**config.mk**
```make
export PLATFORM = sky130hd
export DESIGN_NAME = cic_interp
export DESIGN_NICKNAME = d
export VERILOG_FILES = /design/src/rtl/cic_interp.sv
export SDC_FILE = /design/constraint.sdc
export NUM_CORES = 1
export LEC_CHECK = 0
export CAP_MARGIN = 20
export CORE_MARGIN = 4
export CORE_UTILIZATION = 60
export CTS_CLUSTER_DIAMETER = 80
export DETAILED_ROUTE_END_ITERATION = 10
export GPL_TIMING_DRIVEN = 1
export PLACE_DENSITY = 0.85
export SKIP_CTS_REPAIR_TIMING = 1
export SLEW_MARGIN = 30
export SYNTH_ARGS = -nofsm -noshare
export SYNTH_HDL_FRONTEND = slang
export SYNTH_SLANG_ARGS = --single-unit
```
**constraint.sdc**
```tcl
create_clock -name i_clock -period 15.95 [get_ports i_clock]
set_clock_uncertainty 0.15 [all_clocks]
set_input_delay 3.19 -clock i_clock [delete_from_list [all_inputs] [get_ports i_clock]]
set_output_delay 3.19 -clock i_clock [all_outputs]
set_load 0.01 [all_outputs]
```
**src/rtl/cic_interp.sv**
```systemverilog
// CIC interpolator: comb cascade at the input rate, zero-stuffed integrator cascade
// at the output rate, with valid/ready handshakes on both sides.
module cic_interp #(
   parameter int WIDTH  = 16,
   parameter int RATE   = 8,
   parameter int STAGES = 3
) (
   input  logic                    i_clock,
   input  logic                    i_reset,
   input  logic signed [WIDTH-1:0] i_in_data,
   input  logic                    i_in_valid,
   output logic                    o_in_ready,
   output logic signed [WIDTH-1:0] o_out_data,
   output logic                    o_out_valid,
   input  logic                    i_out_ready
);

   localparam int LOG2R = $clog2(RATE);
   localparam int ACC_W = WIDTH + STAGES * LOG2R;
   localparam int SH    = (STAGES - 1) * LOG2R;
   localparam int CNT_W = LOG2R + 1;

   logic signed [ACC_W-1:0] combDly_q [STAGES];
   logic signed [ACC_W-1:0] integ_q   [STAGES];
   logic signed [ACC_W-1:0] hold_q;
   logic        [CNT_W-1:0] cnt_q;
   logic signed [WIDTH-1:0] outData_q;
   logic                    outValid_q;

   logic signed [ACC_W-1:0] combVal   [STAGES+1];
   logic signed [ACC_W-1:0] integ_d   [STAGES];
   logic signed [ACC_W-1:0] upVal;
   logic                    stepEn;
   logic                    inXfer;

   // Comb cascade runs on the live input; integrators chain through their own next values.
   always_comb begin
      combVal[0] = {{(ACC_W-WIDTH){i_in_data[WIDTH-1]}}, i_in_data};
      for (int s = 1; s <= STAGES; s++) begin
         combVal[s] = combVal[s-1] - combDly_q[s-1];
      end
      stepEn = (cnt_q != '0) && (!outValid_q || i_out_ready);
      upVal  = (cnt_q == CNT_W'(RATE)) ? hold_q : '0;
      integ_d[0] = integ_q[0] + upVal;
      for (int s = 1; s < STAGES; s++) begin
         integ_d[s] = integ_q[s] + integ_d[s-1];
      end
      o_in_ready = !i_reset && ((cnt_q == '0) || ((cnt_q == CNT_W'(1)) && stepEn));
      inXfer     = i_in_valid && o_in_ready;
   end

   // A new input reloads the phase counter in the same cycle the last step retires.
   always_ff @(posedge i_clock) begin
      if (i_reset) begin
         for (int s = 0; s < STAGES; s++) begin
            combDly_q[s] <= '0;
            integ_q[s]   <= '0;
         end
         hold_q     <= '0;
         cnt_q      <= '0;
         outData_q  <= '0;
         outValid_q <= 1'b0;
      end else begin
         if (inXfer) begin
            for (int s = 0; s < STAGES; s++) begin
               combDly_q[s] <= combVal[s];
            end
            hold_q <= combVal[STAGES];
            cnt_q  <= CNT_W'(RATE);
         end else if (stepEn) begin
            cnt_q <= cnt_q - CNT_W'(1);
         end
         if (stepEn) begin
            for (int s = 0; s < STAGES; s++) begin
               integ_q[s] <= integ_d[s];
            end
            outData_q  <= integ_d[STAGES-1][SH+WIDTH-1:SH];
            outValid_q <= 1'b1;
         end else if (outValid_q && i_out_ready) begin
            outValid_q <= 1'b0;
         end
      end
   end

   assign o_out_data  = outData_q;
   assign o_out_valid = outValid_q;

endmodule

```
==> results.md, run 1 <==
- Achievable frequency: 108 MHz
- Post-Synthesis Net Count: between 1000 and 1500
- Longest Clk Path Bufs: 2
- Vias in the first global route: ~8600
- Initial antenna violation count: 0
- Asr flop ratio synth: 0
- Synthesis warning total: 0
- DIE AREA: roughly 22000 um2
- Drt wl/cell: 14.5 um
- Die height: approximately 150 um
- RSZ-0062 raised after global routing: no
- CTS tree: done
- First-pass GRT wire length: roughly 40000 um
- Ports: 38
- Worst skew pair latency: 0.43 ns
- Syn Std Cell Area: 11700 um2
- Synth area leaders: edfxtp_1 32%, ha_1 14%, dfxtp_1 7.3%
- Overall Global Routing Usage: 0.210
- Storage cell area: approximately 4600 um2
- Setup crit start: i_in_data[0]
- Total CTS buffers: 17
- Maxcap violations: 0
- Count of final setup violators: 0
- Relative slew slack: 0.390
- Htree depth: 4
- Footprint of the multi-input gates: around 6700 um2
- Worst Path Required: between 15 and 20 ns
- Hold/Removal Path Class: register to register
- Kind of critical path: primary input to register
- Synth Area per Inst: approximately 10 um2
- Worst-path clk slew: 0.06 ns
- Hold path startpoint: o_out_data[3]$_SDFFE_PP0P_
- DRC violations left: 0
- Worst-Margin Slew: approximately 0.92 ns
- Die Width: between 100 and 150 um
- Crit path time final: approximately 9.3 ns
- Post-synthesis sequential area ratio: 0.396
- Clock sink count: between 150 and 200
- Synth top area share: 0.322
- Area grow syn2layout: 10.5%
- Drt pass-1 iters: 4
- Final slew viol count: 0
- Commonest non-fill, non-tap cell in the layout: ha_1
- # fillers: between 1000 and 1500
- Worst-case reg-to-reg path depth: 29
- Post-route ant nets: 0
- Reg-to-reg endpoint: integ_q[0][71]$_SDFFCE_PN0P_
- Core area: roughly 19000 um2
- Fin area: between 10000 and 15000 um2
- Synth Register Bits: around 170
- Most frequent cells in the layout: 127 x ha_1, 126 x edfxtp_1, 108 x and2_1, 93 x inv_1, 81 x nor2_1
- Final hold vios: 0
- Nets: between 1000 and 1500
- R2R Path Start: cnt_q[0]$_SDFFE_PP0P_
- Vias/cell: 5.75
- Main synth FF type: edfxtp_1
- Root Driver: clkbuf_16
- Post-synth EDFFs: around 130
- ANT cells: 0
- Pin count of the biggest net entering global routing: between 60 and 70
- Grt ovf: 0
- DP Wirelength: around 16000 um
- CP Capture Type: register
- Worst Hold Depth: 1
- Synth cell types: between 60 and 70
- Share of cells above drive strength 1: 0.0444
- Critical Path Start Type: primary input
- 1st-iter DRT viols: ~610
- IO buf count: 37
- Vias after detailed routing: between 8000 and 9000
- Final TNS setup: 0 ns
- Worst Hold End: o_out_data[3]$_SDFFE_PP0P_
- R2R setup slack: 8.68 ns
- Starting Density: 0.619
- Arrival time worst endpoint: between 9 and 10 ns
- Area leader, netlist: edfxtp_1
- Drt total wl: approximately 22000 um
- Placed cell area: between 10000 and 15000 um2
- Post-Syn Instances: around 1200
- # rows: 50
- Routability Congestion: slightly below 0.9
- CP max FO: 5
- Final period util: 0.582
- Outcome: finished, final reports clean
-- stage by stage --
stage | setup slack, ns | hold slack, ns | cells | util
after global routing | 6.13 | 0.315 | 1520 | 0.684
after CTS | 6.69 | 0.303 | 1519 | 0.683
after global placement | 6.42 | 0.281 | 1487 | 0.655
final | 6.66 | 0.300 | 1520 | 0.684
after floorplan | 7.26 | 0.267 | 1207 | -
after detailed placement | 6.27 | 0.290 | 1487 | 0.655
-- layout make-up --
type	count	area share
Tap cell	260	0.0251
Sequential cell	169	0.358
Clock buffer	24	0.0372
Inverter	96	0.0278
Timing Repair Buffer	46	0.0353
Clock inverter	8	0.00376
Multi-Input combinational cell	917	0.513
-- worst max-delay path, stage by stage --
cell and delay (ns):
clkdlybuf4s50_1 0.40, inv_1 0.07, ha_1 0.16, inv_1 0.06, fa_1 0.40, a21o_1 0.18
a21oi_1 0.22, o21bai_1 0.09, a21oi_1 0.24, o21bai_1 0.15, a2111oi_0 0.52, nor2_1 0.10
ha_1 0.37, a211o_1 0.34, o32ai_1 0.40, nor4_1 0.17, or4_1 0.50, and2_1 0.18
ha_1 0.33, and3_1 0.20, a221o_1 0.36, nand4_1 0.11, nand4b_1 0.12, a21oi_1 0.21
xnor3_1 0.32, o21ai_1 0.11
-- cells by family after synthesis --
family,share of synthesized area
fa+ha+maj,0.146
xor+xnor,0.0792
compound gates,0.156
mux,0.000853
flops,0.396
buf+inv,0.0387
simple gates,0.184
-- sequential cells by signal (all words and copies together) (netlist names) --
name         cells
integ_q         66
combDly_q       60
hold_q          22
o_out_valid      1
cnt_q            4
o_out_data      16
-- cell usage after synthesis (3+ instances only) --
| cell type | instances |
|---|---|
| a21oi_1 | 79 |
| nor2_1 | 82 |
| nand4_1 | 9 |
| nor2b_1 | 15 |
| a211oi_1 | 12 |
| xor2_1 | 36 |
| or2_2 | 7 |
| inv_1 | 95 |
| clkbuf_1 | 23 |
| nor4_1 | 3 |
| o211ai_1 | 4 |
| ha_1 | 127 |
| and2_1 | 108 |
| and3_1 | 27 |
| fa_1 | 6 |
| o21ai_1 | 9 |
| a211o_1 | 3 |
| xnor2_1 | 65 |
| nand3b_1 | 19 |
| dfxtp_1 | 43 |
| o21ai_0 | 54 |
| nand2_1 | 41 |
| nor3_1 | 23 |
| o21bai_1 | 15 |
| a31oi_1 | 11 |
| or3_1 | 7 |
| o2111ai_1 | 3 |
| o31ai_1 | 7 |
| nand3_1 | 19 |
| a21boi_0 | 3 |
| edfxtp_1 | 126 |
| nand2b_1 | 19 |
| a21o_1 | 38 |
| o21a_1 | 22 |
| o22ai_1 | 4 |
-- how the worst max path moves through the flow --
stage | end | slack [ns] | depth (start not counted)
final | hold_q[21]$_SDFFE_PP0P_ | 6.66 | 26
after global routing | hold_q[21]$_SDFFE_PP0P_ | 6.13 | 26
after CTS | hold_q[21]$_SDFFE_PP0P_ | 6.69 | 26
after detailed placement | hold_q[21]$_SDFFE_PP0P_ | 6.27 | 26
after global placement | hold_q[21]$_SDFFE_PP0P_ | 6.42 | 26
after floorplan | hold_q[21]$_SDFFE_PP0P_ | 7.26 | 25
-- per-layer routing --
metal,vias to the layer above,GRT usage,routed length [um]
li1,4411,-,-
met1,4139,0.288,10500
met2,168,0.349,10400
met3,27,0.0331,756
met4,0,0.0573,323
met5,-,0,0
Power of run 1 is not shown: default switching activity piles up to over one toggle a cycle in this logic, so the estimate is an artifact.
==> run 2, diff against run 1 <==
--- a/config.mk
+++ b/config.mk
@@ -7,7 +7,7 @@
 export LEC_CHECK = 0
 export CAP_MARGIN = 20
 export CORE_MARGIN = 4
-export CORE_UTILIZATION = 60
+export CORE_UTILIZATION = 57
 export CTS_CLUSTER_DIAMETER = 80
 export DETAILED_ROUTE_END_ITERATION = 10
 export GPL_TIMING_DRIVEN = 1
==> constraint.sdc (replaced) <==
create_clock -name i_clock -period 7.4 [get_ports i_clock]
set_clock_uncertainty 0.15 [all_clocks]
set_input_delay 1.48 -clock i_clock [delete_from_list [all_inputs] [get_ports i_clock]]
set_output_delay 1.48 -clock i_clock [all_outputs]
set_load 0.01 [all_outputs]
==> run 2 against run 1 <==
Compared with the run above:
- critical path depth up 2
- cell count up 2.4%
- global-route usage up 0.20 points
- first-iteration DRC count down 4.6%
- routed wire length up 5.6%
- sequential share of layout area down 0.71 points
==> results.md, run 2 (synthesis results as in run 1) <==
- Crit path time final: slightly above 7 ns
- Overall Global Routing Usage: 0.212 (+0.00198)
- Share of cells above drive strength 1: 0.0747 (+0.0302)
- CP max FO: 3 (-2)
- Initial antenna violation count: 0 (unchanged)
- Maxcap violations: 0 (unchanged)
- Worst-Margin Slew: 0.899 ns (-0.0164 ns)
- Drt total wl: 23200 um (+5.6%)
- Worst Path Required: 7.61 ns (-8.55 ns)
- ANT cells: 0 (unchanged)
- Vias/cell: 5.71 (-0.78%)
- Root Driver: clkbuf_16
- Longest Clk Path Bufs: 2 (unchanged)
- # fillers: 1519 (+6.5%)
- DIE AREA: 22900 um2 (+5.0%)
- Outcome: finished, final reports clean
- Vias after detailed routing: 8882 (+1.6%)
- Relative slew slack: 0.401 (+0.0109)
- GR peak layer: met2
- IO buf count: 37 (unchanged)
- Reg with most FFs: integ_q
- Worst-path clk slew: 0.07 ns (about the same)
- Kind of critical path: primary input to register
- Layout Utilization: 0.654 (-0.0302)
- Post-route ant nets: 0 (unchanged)
- Die height: 151 um (+2.5%)
- Grt ovf: 0 (unchanged)
- Htree depth: 4 (unchanged)
- Achievable frequency: between 100 and 150 MHz
- Final hold vios: 0 (unchanged)
- Hold/Removal Path Class: register to register
- Final period util: 0.955
- Area grow syn2layout: 12.8%
- Worst skew pair latency: 0.43 ns (about the same)
- Top Registers: integ_q (66), combDly_q (60), hold_q (22)
- Most frequent cells in the layout: 127 x ha_1, 126 x edfxtp_1, 108 x and2_1, 93 x inv_1, 81 x nor2_1
- Nets: 1426 (+1.9%)
- Starting Density: 0.580 (-0.0391)
- CTS tree: done
- CP Capture Type: register
- Dpl ws: -0.363 ns (-6.64 ns)
- Clock sink count: 169 (unchanged)
- Total CTS buffers: 17 (unchanged)
- Finished Layout Cells: 1556 (+2.4%)
- Ports: 38 (unchanged)
- Met3 GRT Util: 0.0357 (+0.00258)
- Arrival time worst endpoint: 7.28 ns (-2.22 ns)
- Setup WS post-layout: 0.331 ns (-6.33 ns)
- Count of final setup violators: 0 (unchanged)
- Met2 global-route usage: 0.365 (+0.0163)
- Routability Congestion: 0.888 (about the same)
- DRC violations left: 0 (unchanged)
- Max FFs per register: 66 (unchanged)
- 1st-iter DRT viols: 584 (-4.6%)
- First-pass GRT wire length: 40000 um (+3.0%)
- Pin count of the biggest net entering global routing: 67 (unchanged)
- DP Wirelength: 16400 um (+5.2%)
- Commonest non-fill, non-tap cell in the layout: ha_1
- Final slew viol count: 0 (unchanged)
- Placed insts: 1521 (+2.3%)
- Core area: 20200 um2 (+6.7%)
- Vias in the first global route: 8922 (+3.4%)
- Drt wl/cell: 14.9 um (+3.1%)
- Critical Path Start Type: primary input
- Die Width: 151 um (+2.5%)
- # rows: 52 (+4.0%)
- Met1 global-route usage: 0.273 (-0.0154)
- Drt pass-1 iters: 5 (+1)
-- run 2: layout make-up --
type | instances | area [um2] | area share
flip-flops and latches | 169 | 4640 | 0.351
inverters | 96 | 360 | 0.0272
clock buffers | 19 | 443 | 0.0335
clock inverters | 13 | 95.1 | 0.00718
well taps | 270 | 338 | 0.0255
repair buffers | 72 | 653 | 0.0493
multi-input cells | 917 | 6700 | 0.506
-- run 2: worst max-delay path, stage by stage --
cell             delay [ns]
clkdlybuf4s50_1        0.39
inv_1                  0.07
ha_1                   0.16
inv_1                  0.05
fa_1                   0.38
a21o_1                 0.19
a21oi_2                0.17
o21bai_1               0.10
a21oi_2                0.22
o21bai_2               0.13
a2111oi_2              0.32
buf_4                  0.17
nor2_1                 0.04
ha_1                   0.29
a211o_1                0.33
nor3_1                 0.12
and3b_1                0.25
nor4_1                 0.10
or4_1                  0.48
and2_1                 0.18
ha_1                   0.31
and3_1                 0.19
a221o_1                0.34
nand4_1                0.10
nand4b_1               0.12
a21oi_2                0.17
xnor3_1                0.30
o21ai_1                0.12
-- run 2: final timing paths --
check	depth (start not counted)	startpoint	slack, ns	endpoint
setup / recovery	28	i_in_data[0]	0.33	hold_q[21]$_SDFFE_PP0P_
hold / removal	2	o_out_data[15]$_SDFFE_PP0P_	0.30	o_out_data[15]$_SDFFE_PP0P_
setup reg to reg	30	cnt_q[0]$_SDFFE_PP0P_	0.38	integ_q[0][71]$_SDFFCE_PN0P_
hold reg to reg	2	o_out_data[15]$_SDFFE_PP0P_	0.30	o_out_data[15]$_SDFFE_PP0P_
-- run 2: routing by layer --
metal,routed length [um],share of wire,up-vias
li1,-,-,4463
met3,678,0.029,40
met5,0,0,-
met2,11400,0.49,153
met4,460,0.020,0
met1,10700,0.46,4226
-- run 2: through the flow --
stage                     hold WS [ns]  area, um2  TNS [ns]
after CTS                        0.302      13100         0
after detailed placement         0.290      12600    -0.769
after global routing             0.327      13200   -0.0371
after floorplan                  0.267      11700         0
after global placement           0.280      12600    -0.218
final                            0.297      13200         0
Power of run 2 is left out for the same reason.
==> RTL edit, RTL diff (flow settings as in run 2) <==
`STAGES`: 3 -> 6.
--- a/src/rtl/cic_interp.sv
+++ b/src/rtl/cic_interp.sv
@@ -5,3 +5,3 @@
    parameter int RATE   = 8,
-   parameter int STAGES = 3
+   parameter int STAGES = 6
 ) (
Function: changed (Yosys sat finds a counterexample within 4 cycles, from zero or initial values and one cycle with i_reset high).
==> RTL edit against run 2 <==
- area after synthesis rose to 2.7 times the old value
- the flow now stops in global routing
==> RTL edit: results (changes against run 2) <==
| Metric | Value |
|---|---|
| Outcome | `did not finish` |
| Last step reached | `global routing` |
| Error msg | `[ERROR GRT-0232] Routing congestion too high. Check the congestion heatmap in the GUI.` |
| Fraction of registers with async set/reset | `0% (unchanged)` |
| Largest net degree at the start of global routing | `99` |
| Row count | `86 (+65%)` |
| Synth area leaders | `edfxtp_1, ha_1, and2_1` |
| Yosys warnings | `0 (unchanged)` |
| Worst endpoint type | `register input` |
| Post-synthesis sequential element count | `409 (+140%)` |
| Total Routing Usage GR | `75.6%` |
| Mapped Nets | `3,793 (+180%)` |
| Antenna violations before repair | `28` |
| DP HPWL | `62,200 um (+280%)` |
| H-tree depth | `2 (-2)` |
| # port buffers | `37 (unchanged)` |
| Dpl ws | `-4.02 ns (-3.66 ns)` |
| Synth unique cells | `80 (+18%)` |
| CTS Buf Count | `45 (+28)` |
| Worst endpoint after global-route timing repair | `integ_q[5][30]$_SDFFCE_PN0P_/D` |
| GRT Residual Overflow | `184` |
| Commonest cells in the netlist | `edfxtp_1, ha_1, and2_1` |
| Final GP Congestion | `0.886 (-0.15%)` |
| CTS max path bufs | `3 (+1)` |
| CTS root buf | `clkbuf_16` |
| Post-synthesis sequential area ratio | `36.7% (-2.8 points)` |
| Number of synthesized flops with an enable pin | `357 (+180%)` |
## RTL edit: changes by cell type after synthesis, moves of 144 or more
cell,change
nor2_1,+149
edfxtp_1,+231
and2_1,+215
xnor2_1,+144
a21oi_1,+208
ha_1,+224
inv_1,+213
## RTL edit: kinds of logic after synthesis
| group | Yosys count | synth area share (%) |
|---|---|---|
| and+or+nand+nor | 1026 | 17.0 |
| muxes | 8 | 0.250 |
| AOI/OAI and AO/OA | 933 | 18.8 |
| DFF | 409 | 36.7 |
| buffers and inverters | 371 | 4.36 |
| xor gates and xnor gates | 300 | 8.32 |
| adders and majority gates | 363 | 14.5 |
## RTL edit: metrics by stage
step	area, um2	hold WS, ns	utilization (%)	instances
floorplan	32800	0.267	-	3410
global placement	40200	0.287	72.8	4976
detailed placement	40300	0.297	72.8	4976
CTS	41700	0.316	75.4	5060
## RTL edit: metal layers
layer	track usage [%]	GRT overflow
met1	72.7	7
met2	87.0	80
met3	68.6	15
met5	53.3	1
met4	74.6	81
